### config.mk
export PLATFORM = sky130hd
export DESIGN_NAME = timer_entry_ctrl
export DESIGN_NICKNAME = d
export VERILOG_FILES = /design/src/rtl/timer_entry_ctrl.sv
export SDC_FILE = /design/constraint.sdc
export NUM_CORES = 1
export LEC_CHECK = 0
export ABC_AREA = 1
export BUFFER_PORTS_ARGS = -buffer_cell sky130_fd_sc_hd__buf_2
export CAP_MARGIN = 30
export CELL_PAD_IN_SITES_DETAIL_PLACEMENT = 1
export CELL_PAD_IN_SITES_GLOBAL_PLACEMENT = 1
export CORE_UTILIZATION = 37
export DETAILED_ROUTE_END_ITERATION = 10
export PLACE_DENSITY_LB_ADDON = 0.2
export RECOVER_POWER = 25
export SKIP_CTS_REPAIR_TIMING = 1
export SYNTH_ARGS = -nofsm -noshare
export SYNTH_HDL_FRONTEND = slang
export SYNTH_SLANG_ARGS = --single-unit
### constraint.sdc
create_clock -name clk -period 1.55 [get_ports clk]
set_input_delay 0.31 -clock clk [delete_from_list [all_inputs] [get_ports clk]]
set_output_delay 0.31 -clock clk [all_outputs]
set_load 0.05 [all_outputs]
### src/rtl/timer_entry_ctrl.sv
// Keypad entry and run control for the microwave timer: synchronizes raw inputs,
// shifts digits into a 3-digit BCD buffer, loads the counter chain and sequences cooking.
module timer_entry_ctrl #(
  parameter int SYNC_STAGES = 2
) (
  input  logic       clk,
  input  logic       clrn,
  input  logic [9:0] keypad,
  input  logic       start_btn,
  input  logic       stop_btn,
  input  logic       door_closed,
  input  logic       tick,
  input  logic       timer_zero,
  output logic [3:0] min_data,
  output logic [3:0] tens_data,
  output logic [3:0] ones_data,
  output logic       loadn,
  output logic       cnt_en,
  output logic       mag_on,
  output logic       done,
  output logic [2:0] state
);

  typedef enum logic [2:0] {
    ST_IDLE  = 3'd0,
    ST_ENTRY = 3'd1,
    ST_LOAD  = 3'd2,
    ST_RUN   = 3'd3,
    ST_PAUSE = 3'd4
  } state_e;

  localparam int NIN = 13;

  function automatic logic is_onehot(input logic [9:0] v);
    return (v != 10'd0) && ((v & (v - 10'd1)) == 10'd0);
  endfunction

  function automatic logic [3:0] digit_of(input logic [9:0] v);
    logic [3:0] d;
    d = 4'd0;
    for (int i = 0; i < 10; i++) begin
      if (v[i]) d = 4'(i);
    end
    return d;
  endfunction

  logic [SYNC_STAGES-1:0][NIN-1:0] sync_q;
  logic [NIN-1:0] hist_q;
  logic [NIN-1:0] raw_s;
  logic [NIN-1:0] sync_s;

  state_e     state_q, state_d;
  logic [3:0] buf_min_q, buf_min_d;
  logic [3:0] buf_tens_q, buf_tens_d;
  logic [3:0] buf_ones_q, buf_ones_d;
  logic       loadn_q, loadn_d;
  logic       done_q, done_d;

  logic key_evt_s, start_evt_s, stop_evt_s, door_s, buf_zero_s;

  // Bit packing: {door, stop, start, keypad[9:0]}
  assign raw_s  = {door_closed, stop_btn, start_btn, keypad};
  assign sync_s = sync_q[SYNC_STAGES-1];

  // Input synchronizer chain plus one history stage for edge detection
  always_ff @(posedge clk or negedge clrn) begin
    if (!clrn) begin
      sync_q <= '0;
      hist_q <= '0;
    end else begin
      sync_q[0] <= raw_s;
      for (int i = 1; i < SYNC_STAGES; i++) begin
        sync_q[i] <= sync_q[i-1];
      end
      hist_q <= sync_s;
    end
  end

  assign key_evt_s   = is_onehot(sync_s[9:0]) & ~is_onehot(hist_q[9:0]);
  assign start_evt_s = sync_s[10] & ~hist_q[10];
  assign stop_evt_s  = sync_s[11] & ~hist_q[11];
  assign door_s      = sync_s[12];
  assign buf_zero_s  = ({buf_min_q, buf_tens_q, buf_ones_q} == 12'd0);

  // Control state, entry buffer and registered strobes
  always_ff @(posedge clk or negedge clrn) begin
    if (!clrn) begin
      state_q    <= ST_IDLE;
      buf_min_q  <= 4'd0;
      buf_tens_q <= 4'd0;
      buf_ones_q <= 4'd0;
      loadn_q    <= 1'b1;
      done_q     <= 1'b0;
    end else begin
      state_q    <= state_d;
      buf_min_q  <= buf_min_d;
      buf_tens_q <= buf_tens_d;
      buf_ones_q <= buf_ones_d;
      loadn_q    <= loadn_d;
      done_q     <= done_d;
    end
  end

  // Next-state, buffer update and strobe decode; an ignored start lets a key through
  always_comb begin
    state_d    = state_q;
    buf_min_d  = buf_min_q;
    buf_tens_d = buf_tens_q;
    buf_ones_d = buf_ones_q;
    loadn_d    = 1'b1;
    done_d     = 1'b0;
    case (state_q)
      ST_IDLE: begin
        if (key_evt_s) begin
          buf_min_d  = buf_tens_q;
          buf_tens_d = buf_ones_q;
          buf_ones_d = digit_of(sync_s[9:0]);
          state_d    = ST_ENTRY;
        end else begin
          state_d = ST_IDLE;
        end
      end
      ST_ENTRY: begin
        if (stop_evt_s) begin
          buf_min_d  = 4'd0;
          buf_tens_d = 4'd0;
          buf_ones_d = 4'd0;
          state_d    = ST_IDLE;
        end else if (start_evt_s && door_s && !buf_zero_s) begin
          state_d = ST_LOAD;
          loadn_d = 1'b0;
        end else if (key_evt_s) begin
          buf_min_d  = buf_tens_q;
          buf_tens_d = buf_ones_q;
          buf_ones_d = digit_of(sync_s[9:0]);
        end else begin
          state_d = ST_ENTRY;
        end
      end
      ST_LOAD: begin
        state_d = ST_RUN;
      end
      ST_RUN: begin
        if (timer_zero) begin
          done_d     = 1'b1;
          buf_min_d  = 4'd0;
          buf_tens_d = 4'd0;
          buf_ones_d = 4'd0;
          state_d    = ST_IDLE;
        end else if (stop_evt_s || !door_s) begin
          state_d = ST_PAUSE;
        end else begin
          state_d = ST_RUN;
        end
      end
      ST_PAUSE: begin
        if (stop_evt_s) begin
          buf_min_d  = 4'd0;
          buf_tens_d = 4'd0;
          buf_ones_d = 4'd0;
          state_d    = ST_IDLE;
        end else if (start_evt_s && door_s) begin
          state_d = ST_RUN;
        end else begin
          state_d = ST_PAUSE;
        end
      end
      default: begin
        state_d = ST_IDLE;
      end
    endcase
  end

  // Counter enable and magnetron follow the current state and the synchronized door
  always_comb begin
    cnt_en = 1'b0;
    mag_on = 1'b0;
    if (state_q == ST_LOAD) begin
      cnt_en = 1'b1;
    end else if (state_q == ST_RUN) begin
      cnt_en = tick & door_s;
      mag_on = door_s;
    end else begin
      cnt_en = 1'b0;
      mag_on = 1'b0;
    end
  end

  assign min_data  = buf_min_q;
  assign tens_data = (buf_tens_q > 4'd5) ? 4'd5 : buf_tens_q;
  assign ones_data = buf_ones_q;
  assign loadn     = loadn_q;
  assign done      = done_q;
  assign state     = state_q;

endmodule

==> After elaboration in Yosys (flattened, before gate mapping) <==
Cells that the tools add are included.
{ "totals": {"register_bits": 55} }
{ "classes": {"addsub": 2, "magnitude_cmp": 1, "eq_ne": 8, "muxes": 42, "bitwise": 9, "n_reduce_logical": 15} }
{ "op_table": {"columns": ["op", "count"], "rows": [
  ["4-bit two-way mux", 19],
  ["4-bit one-hot mux with 4 select lines", 3],
  ["3-bit two-way mux", 7],
  ["10-bit bitwise AND", 2],
  ["10-bit zero test", 2],
  ["10-bit nonzero test", 2],
  ["10-bit by 1-bit subtractor with 10-bit output, second input constant", 2],
  ["3-bit one-hot mux with 5 select lines", 1],
  ["12-bit zero test", 1],
  ["1-bit two-way mux", 11],
  ["3-bit by 2-bit equality test with 1-bit output, second input constant", 2],
  ["1-bit bitwise AND", 4],
  ["4-bit by 3-bit > comparator with 1-bit output, second input constant", 1],
  ["1-bit logical AND", 4],
  ["2-bit != test, second input constant", 2],
  ["4-bit != test, second input constant", 1],
  ["4-bit AND reduction", 1],
  ["4-bit nonzero test", 1],
  ["3-bit by 1-bit equality test with 1-bit output, second input constant", 1],
  ["3-bit equality test, second input constant", 1],
  ["3-bit zero test", 1],
  ["3-bit != test, second input constant", 1],
  ["1-bit inverter", 3],
  ["1-bit zero test", 2],
  ["other kinds (2)", 2]
]} }

==> Longest topological paths before layout <==
{ "depth": {"ltp_word": 13, "mapped_depth": 13} }

==> Worst setup path before layout <==
No wires, ideal clock.
{ "synth_path": {"kind": "reg2out", "start": "reg state_q[0] (netlist: state[0])", "end": "out cnt_en", "arrival_ns": 2.077, "required_time_ns": 1.240, "slack_ns": -0.837, "path_stages_with_launch": 5, "n_path_buf": 0, "cell_sequence": "dfrtp_1 > nand3_1 > nor2_1 > nand2_1 > nand2_1"} }
{ "synth_between": {"elab_chain_len": 3} }
{ "synth_lines": {"columns": ["item", "line_no", "text"], "rows": [
  ["start: declaration", "52", "state_e state_q, state_d;"],
  ["start signal: assignment", "95", "state_q <= state_d;"],
  ["3-bit by 2-bit equality test with 1-bit output", "180", "end else if (state_q == ST_RUN) begin"],
  ["1-bit two-way mux", "180", null],
  ["1-bit two-way mux *", "178", "if (state_q == ST_LOAD) begin"],
  ["end: declaration", "18", "output logic cnt_en,"]
]} }
Every way passes the cells marked *; elsewhere a longest branch is shown, timed or not.

==> Worst setup path after layout <==
{ "layout_path": {"start": "reg sync_q (netlist bit sync_s[1])", "end": "reg buf_min_q[1] (netlist: min_data[1])"} }
{ "layout_between": {"elab_chain_len": 9} }
{ "layout_lines": {"columns": ["item", "line_no", "text"], "rows": [
  ["start: declaration", "47", "logic [SYNC_STAGES-1:0][NIN-1:0] sync_q;"],
  ["start signal: indexed assignment", "73", "sync_q[i] <= sync_q[i-1];"],
  ["10-bit by 1-bit subtractor with 10-bit output", "35", "return (v != 10'd0) && ((v & (v - 10'd1)) == 10'd0);"],
  ["10-bit bitwise AND", "35", null],
  ["10-bit zero test", "35", null],
  ["1-bit logical AND *", "35", null],
  ["1-bit bitwise AND *", "79", "assign key_evt_s = is_onehot(sync_s[9:0]) & ~is_onehot(hist_q[9:0]);"],
  ["4-bit two-way mux *", null, null],
  ["4-bit two-way mux (2 in a row)", null, null],
  ["4-bit one-hot mux with 4 select lines *", null, null],
  ["end signal: assignment", "96", "buf_min_q <= buf_min_d;"],
  ["end: declaration", "53", "logic [3:0] buf_min_q, buf_min_d;"]
]} }
Every way passes the cells marked *; elsewhere a longest branch is shown, timed or not. The select of a mux whose other input is x is not followed.
A chain may end at the register's enable or synchronous reset.

==> results by group <==
Routing
  • Total detailed-routing wirelength: 5401 µm
  • DRT antenna net count: 0
  • DRT iter0 DRCs: 44
  • DRC viols: 0
  • Vias: 1,996
  • Drt wl/cell: 12.59 µm
  • Via density: 4.653
  • Drt first pass iters: 3

Power
  • Combinational power share: 46.6%
  • Lkg Pwr: 0.001727 µW
  • Sw Share: 41.33%
  • Peak supply drop: 0.9765 mV
  • Int Pwr: 2760 µW
  • Clock Power Share: 16.0%
  • Seq pwr share: 37.4%
  • Psw: 1944 µW
  • Power density over the cells: 1424 nW/µm²

Cells and area
  • Fin util: 55.81%
  • Final instance area: 3304 µm²
  • Layout cells sized above 1: 45.48%
  • ANT cells: 0
  • Layout area overhead: 46.32%
  • Nets@finish: 370
  • Finished Layout Cells: 429

CTS
  • TritonCTS clock tree: done
  • Number of H-tree levels: 2
  • CTS Root Cell: clkbuf_8
  • Clock sink total: 55
  • CTS buffer count: 5
  • Clk_lat worst skew: 0.30 ns
  • Clk slew on worst S/H paths: 0.10 ns
  • Max clock buf depth: 2

Timing
  • Final Hold Vio Count: 0
  • Slew Limit Fails: 0
  • Setup total negative slack: -2.431 ns
  • Worst Max-Slew Pin Slew: 1.315 ns
  • Worst slew margin: 12.34%
  • Max Clock Skew: 0.01104 ns
  • # setup viols final: 15
  • Final period utilization: 113.7%
  • RSZ-0062 raised after global routing: yes
  • Highest clock rate: 567.4 MHz
  • Post-layout min period: 1.762 ns
  • Worst hold margin: 0.1108 ns
  • Setup slack after layout: -0.2124 ns

Critical path
  • Crit Path Class: flop to flop
  • Worst R2R Setup Slack: -0.21 ns
  • R2R Path Start: sync_s[1]
  • CP endpoint kind: flop
  • Crit-path cells: nor2_4 -> nand2_4 -> nor2_4 -> inv_2 -> o21ai_2 -> nand2_2 -> nor2_4 -> buf_12 -> nand3_2 -> nor2_1 -> nor2_1
  • Worst Path Max Fanout: 5
  • Crit path from: sync_s[1]
  • WP buf/inv: 2
  • CP max stage delay: 0.42 ns
  • CP Launch Type: flop
  • Critical Path Sink: min_data[1]
  • Reg2Reg Depth: 11
  • CP max stage cell: dfrtp_1
  • Reg2reg end: min_data[1]
  • Most used cell, CP: nor2_4
  • Crit. path cell count: 11
  • Worst path arrival time: 1.96 ns
  • CP delay by family, top: simple AND/OR/NAND/NOR gates
  • Worst endpoint required time: 1.75 ns

GRT
  • Largest net degree at the start of global routing: 56
  • GR Layer Usage met3: 2.727%
  • Grt met1 use: 21.38%
  • Initial antenna violation count: 0
  • Met2 Track Usage GR: 29.49%
  • First-pass GRT wire length: 8383 µm
  • Layer with the highest usage: met2
  • GRT overflow: 0
  • Vias in the first global route: 1,896
  • GRT Util Overall: 16.91%

Synthesis
  • Compound-cell area share of the yosys netlist: 3.767%
  • Syn Inst Count: 261
  • Yosys reg bits: 55
  • Post-synthesis mux area share: 0%
  • Synthesis warning total: 0
  • Post-synthesis cell type count: 24
  • EDFF count, synth: 0
  • Post-synthesis sequential area ratio: 61.00%
  • Syn_area_per_cell: 8.653 µm²
  • Post-Syn Area: 2258 µm²
  • Top FF cell, synth: dfrtp_1
  • Main combinational cell family by area after synthesis: simple AND/OR/NAND/NOR gates
  • Area share of fa/ha/maj cells after synthesis: 0%
  • Synth Area in XOR/XNOR: 0%
  • Area fraction in and, or, nand and nor cells after synthesis: 27.31%
  • Mapped Nets: 278
  • Fraction of registers with async set/reset: 100.0%

Die
  • Core area: 5921 µm²
  • Initial Util: 38.14%
  • Die width: 80.13 µm
  • I/O pins: 36
  • Row count: 28
  • Die Footprint: 6420 µm²
  • Die H: 80.13 µm

Placed design
  • Detail Placement HPWL: 3697 µm
  • I/O Buffers: 34
  • DP Cell Count: 411
  • RD Place Congestion: 0.7315
  • Placement Cell Area: 2900 µm²

Run
  • Max-cap viol count: 0

Status
  • Failing checks: negative setup slack
  • Outcome: complete, but fails checks

Worst hold path
  • HP Class: input port to flop
[power by group through the flow]
stage	sequential (µW)	clock (µW)	combinational, µW
after floorplan	2110	0	821
after global placement	1770	0	1820
after detailed placement	1780	0	1850
after CTS	1750	784	1860
after global routing	1780	818	2380
final	1760	753	2190
[layout by cell type, fill, tap and decap left out, drive strengths merged]
| cell type | n |
|---|---|
| a21oi | 6 |
| a31oi | 1 |
| buf | 85 |
| clkbuf | 7 |
| clkinv | 1 |
| clkinvlp | 1 |
| conb | 1 |
| dfrtp | 54 |
| dfstp | 1 |
| inv | 39 |
| nand2 | 73 |
| nand3 | 14 |
| nand4 | 5 |
| nor2 | 54 |
| nor3 | 3 |
| o211ai | 1 |
| o21ai | 6 |
| o31ai | 1 |
| or2 | 1 |
[per-stage QoR]
stage	setup slack (ns)	power (µW)
floorplan	-0.08624	2928
global placement	-0.2151	3584
CTS	-0.3345	4391
global route	-0.3177	4983
detailed placement	-0.2618	3630
finish	-0.2124	4705
[cell usage after synthesis (2+ instances only)]
cell type   n  area [µm²]
nor2_1     50       187.7
inv_1      36       135.1
o21ai_0     5       25.02
nor3_1      3       15.01
buf_2       2       10.01
nand4_1     5       31.28
dfrtp_1    54        1351
nand3_2     3       30.03
nand3_1     8       40.04
nor2_2      3       18.77
inv_2       3       11.26
a21oi_1     6       30.03
nand2_1    72       270.3
[worst register-to-register path: stages, from the launching register on]
cell and delay [ns]:
dfrtp_1 0.42, nor2_4 0.19, nand2_4 0.08, nor2_4 0.10
inv_2 0.05, o21ai_2 0.13, nand2_2 0.07, nor2_4 0.15
buf_12 0.14, nand3_2 0.14, nor2_1 0.14, nor2_1 0.06
[cell type report]
class                           count  area, µm²
Fill cell                         696       2616
Inverter                           39      158.9
Timing Repair Buffer               86      639.4
Multi-Input combinational cell    166      940.9
Tap cell                           75      93.84
Clock buffer                        6      72.57
Sequential cell                    55       1386
Clock inverter                      2      12.51
[state kept, by name (all words and copies together), names as in the netlist]
name	count
min_data	4
sync_s	13
sync_q	13
ones_data	4
buf_tens_q	4
loadn	1
done	1
hist_q	12
state	3
[routing by layer]
layer	routed length, µm	up-vias	share of wire [%]
li1	-	983	-
met5	0	-	0
met4	83	0	1.5
met1	2386	977	44
met2	2810	27	52
met3	120	9	2.2
[how the worst min path moves through the flow]
| stage | from | end | depth (start not counted) |
|---|---|---|---|
| after floorplan | clrn | buf_tens_q[0] | 0 |
| after global placement | clrn | min_data[0] | 2 |
| after global routing | door_closed | sync_q[12] | 1 |
| final | door_closed | sync_q[12] | 1 |
| after CTS | clrn | min_data[0] | 2 |
| after detailed placement | clrn | buf_tens_q[1] | 2 |
[cells by family after synthesis]
family | Yosys count
simple gates | 147
other cells | 1
compound gates | 15
flops | 55
buf+inv | 43
(Power assumes the default switching activity.)
